`config.mk`:
```
export PLATFORM = sky130hd
export DESIGN_NAME = fifo_sync_ext
export DESIGN_NICKNAME = d
export VERILOG_FILES = /design/src/rtl/fifo_sync_ext.sv
export SDC_FILE = /design/constraint.sdc
export NUM_CORES = 1
export LEC_CHECK = 0
export CORE_MARGIN = 1
export CORE_UTILIZATION = 55
export CTS_CLUSTER_DIAMETER = 150
export DETAILED_ROUTE_END_ITERATION = 8
export PLACE_DENSITY_LB_ADDON = 0.12
export SYNTH_ARGS = -nofsm -noshare
export SYNTH_HDL_FRONTEND = slang
export SYNTH_SLANG_ARGS = --single-unit
```
`constraint.sdc`:
```
create_clock -name clk -period 3 [get_ports clk]
set_clock_uncertainty 0.05 [all_clocks]
set_input_delay 0.6 -clock clk [delete_from_list [all_inputs] [get_ports clk]]
set_output_delay 0.6 -clock clk [all_outputs]
set_load 0.1 [all_outputs]
```
`src/rtl/fifo_sync_ext.sv`:
```
// +------------------------------------------------------------------------+
// | fifo_sync_ext : single-clock FIFO with level flags, sticky errors, FWFT |
// | Rev 1.0                                                                 |
// +------------------------------------------------------------------------+
`default_nettype none

module fifo_sync_ext #(
  parameter int DW       = 4,
  parameter int AW       = 3,
  parameter int AF_LEVEL = 6,
  parameter int AE_LEVEL = 2,
  parameter int FWFT     = 0
) (
  input  logic          clk,
  input  logic          rst_n,
  input  logic          winc,
  input  logic [DW-1:0] wdata,
  input  logic          rinc,
  input  logic          clr_err,
  output logic [DW-1:0] rdata,
  output logic          full,
  output logic          empty,
  output logic          almost_full,
  output logic          almost_empty,
  output logic [AW:0]   count,
  output logic          overflow,
  output logic          underflow
);

  localparam int          c_depth     = 1 << AW;
  localparam logic [AW:0] c_depth_cnt = (AW+1)'(c_depth);
  localparam logic [AW:0] c_af_level  = (AW+1)'(AF_LEVEL);
  localparam logic [AW:0] c_ae_level  = (AW+1)'(AE_LEVEL);

  logic [DW-1:0] mem_q [c_depth];
  logic [AW-1:0] wptr_q, wptr_d;
  logic [AW-1:0] rptr_q, rptr_d;
  logic [AW:0]   count_q, count_d;
  logic          ovf_q, ovf_d;
  logic          unf_q, unf_d;
  logic          w_wr_ok;
  logic          w_rd_ok;

  // Acceptance is judged on the registered flags, so no request input reaches an output.
  assign full         = (count_q == c_depth_cnt);
  assign empty        = (count_q == '0);
  assign almost_full  = (count_q >= c_af_level);
  assign almost_empty = (count_q <= c_ae_level);
  assign count        = count_q;
  assign overflow     = ovf_q;
  assign underflow    = unf_q;

  assign w_wr_ok = winc & ~full;
  assign w_rd_ok = rinc & ~empty;

  always_comb begin
    wptr_d  = w_wr_ok ? wptr_q + 1'b1 : wptr_q;
    rptr_d  = w_rd_ok ? rptr_q + 1'b1 : rptr_q;
    count_d = count_q;
    case ({w_wr_ok, w_rd_ok})
      2'b10:   count_d = count_q + 1'b1;
      2'b01:   count_d = count_q - 1'b1;
      default: count_d = count_q;
    endcase
    // A rejection in the same cycle as clr_err keeps the flag set.
    ovf_d = (winc & full)  | (ovf_q & ~clr_err);
    unf_d = (rinc & empty) | (unf_q & ~clr_err);
  end

  always_ff @(posedge clk or negedge rst_n) begin
    if (!rst_n) begin
      wptr_q  <= '0;
      rptr_q  <= '0;
      count_q <= '0;
      ovf_q   <= 1'b0;
      unf_q   <= 1'b0;
    end else begin
      wptr_q  <= wptr_d;
      rptr_q  <= rptr_d;
      count_q <= count_d;
      ovf_q   <= ovf_d;
      unf_q   <= unf_d;
    end
  end

  always_ff @(posedge clk) begin
    if (w_wr_ok) begin
      mem_q[wptr_q] <= wdata;
    end
  end

  generate
    if (FWFT != 0) begin : g_fwft
      assign rdata = empty ? '0 : mem_q[rptr_q];
    end else begin : g_reg_read
      logic [DW-1:0] rdata_q;
      always_ff @(posedge clk or negedge rst_n) begin
        if (!rst_n) begin
          rdata_q <= '0;
        end else if (w_rd_ok) begin
          rdata_q <= mem_q[rptr_q];
        end
      end
      assign rdata = rdata_q;
    end
  endgenerate

endmodule

`default_nettype wire

```
==> out/qor.txt <==
Area of the placeable core -> 3660 um2
Total global routing track utilization -> 0.184
Final core area utilization -> 0.674
CTS Hold Buffers Added -> 0
Die Height -> 63.9 um
Cell chosen for the clock root -> sky130_fd_sc_hd__clkbuf_8
Average routed wire per standard cell -> 16.1 um
Overflow left after global routing -> 0
Clk pin slew, worst setup/hold paths -> 90 ps
Worst setup SP type -> flop
Clock sinks -> 48
Worst setup path startpoint -> count[1]
Final Hold Viols -> 0
Classification of the worst setup path -> reg2reg
Biggest cell delay along the critical path -> 570 ps
Die span in x -> 63.9 um
Final setup violating endpoints -> 0
Max-cap violations -> 0
Final period demand of the worst path -> 2410 ps
Synthesized netlist cell count -> 141
Number of levels the H-tree was split into -> 2
Vias after detailed routing -> 1,158
Die area -> 4080 um2
Layout filler cell count -> 257
Number of nets produced by synthesis -> 155
Antenna diodes -> 0
Vias in the first global route -> 1,091
Layout cell share with drive strength beyond 1 -> 0.273
Count of flip-flops with a built-in enable after synthesis -> 32
Cells resized by post-CTS repair -> 0
Drt pass-1 iters -> 4
Share of flip-flops with an asynchronous set or reset after synthesis -> 0.333
Slowest CP cell -> sky130_fd_sc_hd__dfrtp_4
Clock insertion delay at the later pin of the skew report -> 300 ps
Count of state elements after synthesis -> 48
Number of synthesis warnings -> 0
Growth of design area from synthesis to finish -> 17.2%
Startpoint of the lowest-slack hold path -> rdata[3]
Hold-critical path depth -> 2
Max-slew violations -> 0
Post-DR vias/cell -> 5.44
Row cnt -> 22
Arrival time worst endpoint -> 2550 ps
Maximum clock frequency -> 416 MHz
Global-route wire length before repair -> 5480 um
Main synth FF type -> sky130_fd_sc_hd__edfxtp_1
Slew @ Worst Pin -> 983 ps
Max-slew headroom at the worst pin -> 0.344
Final Routed Wirelength -> 3420 um
DRC violation count after routing -> 0
Post-CTS setup repair buffer count -> 0
Setup repair after global routing missed its margin -> no
Cell with the most instances on the worst path -> sky130_fd_sc_hd__xor2_1
1st-iter DRT viols -> 56
Number of cells traversed by the worst register-to-register path -> 10
Buffer depth of the longest clock path -> 2
Result of the run -> finished, final reports clean
Largest net degree at the start of global routing -> 19
Cell area after technology mapping -> 2110 um2
Class of the most critical hold timing path -> reg2reg
Port Buf Inserts -> 22
I/O Pins -> 23
Maximum fanout count along the critical path -> 11
Antenna violations before repair -> 0
Mean Syn Cell Area -> 14.9 um2
CP cell instances -> nor4_4, nand2b_4, inv_4, ha_4, xor2_1, ha_2, a21oi_2, xor2_1, nor2_1, xor2_1
Critical path capture point type -> flop
HPWL reported at the end of detailed placement -> 2490 um
Portion of the post-synthesis area used by sequential elements -> 0.646
Total clock buffers created by CTS -> 5
Reg2Reg Launch Point -> count[1]
Share of the clock period used by the worst path after layout -> 0.802
Starting Density -> 0.575
Number of nets in the finished design -> 178
Critical path data required time -> 3140 ps
Clock tree from TritonCTS -> done
Global placement routability congestion -> 0.724
Antenna viol nets, final -> 0
Number of distinct library cells after synthesis -> 30
## stage by stage
stage / cells / area (um2) / hold WS [ps] / setup slack (ps) / setup TNS [ps]
6_report: 213 / 2470 / 435 / 594 / 0
5_1_grt: 213 / 2470 / 459 / 481 / 0
4_1_cts: 213 / 2470 / 440 / 579 / 0
3_5_place_dp: 205 / 2350 / 420 / 389 / 0
3_3_place_gp: 205 / 2350 / 414 / 467 / 0
2_1_floorplan: 141 / 2170 / 254 / -418 / -1090
## kinds of logic after synthesis
group / synth area share
flops: 0.646
compound gates: 0.0398
xor+xnor: 0.0333
fa+ha+maj: 0.0297
mux: 0.124
buf+inv: 0.0321
simple gates: 0.0945
## state kept, by name, indices dropped and copies added (netlist names)
register,cells
mem_q,32
count,4
rdata,4
rptr_q,3
wptr_q,3
overflow,1
underflow,1
## critical path, delay by kind of cell (launching register included)
kind / cells / cell delay, ps
compound gates: 1 / 120
xor+xnor: 3 / 440
fa+ha+maj: 2 / 360
buf+inv: 1 / 70
flops: 1 / 570
simple gates: 3 / 690
## Yosys cell counts, types with 2 or more instances
master	instances	area (um2)
sky130_fd_sc_hd__edfxtp_1	32	961
sky130_fd_sc_hd__nand2_1	18	67.6
sky130_fd_sc_hd__dfrtp_1	16	400
sky130_fd_sc_hd__mux2i_1	16	160
sky130_fd_sc_hd__nor2_1	7	26.3
sky130_fd_sc_hd__ha_1	5	62.6
sky130_fd_sc_hd__inv_1	4	15.0
sky130_fd_sc_hd__mux4_2	4	90.1
sky130_fd_sc_hd__nand2b_1	4	25.0
sky130_fd_sc_hd__o21ai_2	4	35.0
sky130_fd_sc_hd__xnor2_1	4	35.0
sky130_fd_sc_hd__xor2_1	4	35.0
sky130_fd_sc_hd__o21ai_0	3	15.0
sky130_fd_sc_hd__a21oi_1	2	10.0
sky130_fd_sc_hd__buf_2	2	10.0
sky130_fd_sc_hd__nor3_1	2	10.0
## final timing paths
check                      slack (ps)         to
max reg2reg                       590   count[2]
max in group asynchronous        1690   count[1]
min reg2reg                       440   rdata[3]
min                               440   rdata[3]
min in group asynchronous         680  underflow
max                               590   count[2]
## layout make-up
type	count	area, um2	area share
Tap cell	48	60.1	0.0243
Inverter	4	17.5	0.00710
Multi-Input combinational cell	83	719	0.291
Clock buffer	5	68.8	0.0279
Timing Repair Buffer	22	185	0.0750
Clock inverter	3	46.3	0.0188
Sequential cell	48	1370	0.556
## routing by layer
| layer | up-vias | track usage | part of all wire |
|---|---|---|---|
| met1 | 564 | 0.277 | 0.49 |
| met5 | - | 0 | 0 |
| met2 | 33 | 0.261 | 0.46 |
| li1 | 557 | - | - |
| met3 | 4 | 0.0482 | 0.041 |
| met4 | 0 | 0.0597 | 0.011 |
## placed cells by master (no fill, tap or decap), drive strengths merged, types with 4 or more instances in the layout
master and n:
buf 14, xnor2 4, dfrtp 16, ha 5, nor2 7, xor2 4, mux2i 16, clkdlybuf4s50 8
nand2b 4, inv 5, nand2 18, clkbuf 5, o21ai 7, mux4 4, edfxtp 32
Power is left out: the tool's default activity adds up to more than one toggle a clock period on the data nets, which glitch-free logic cannot reach.
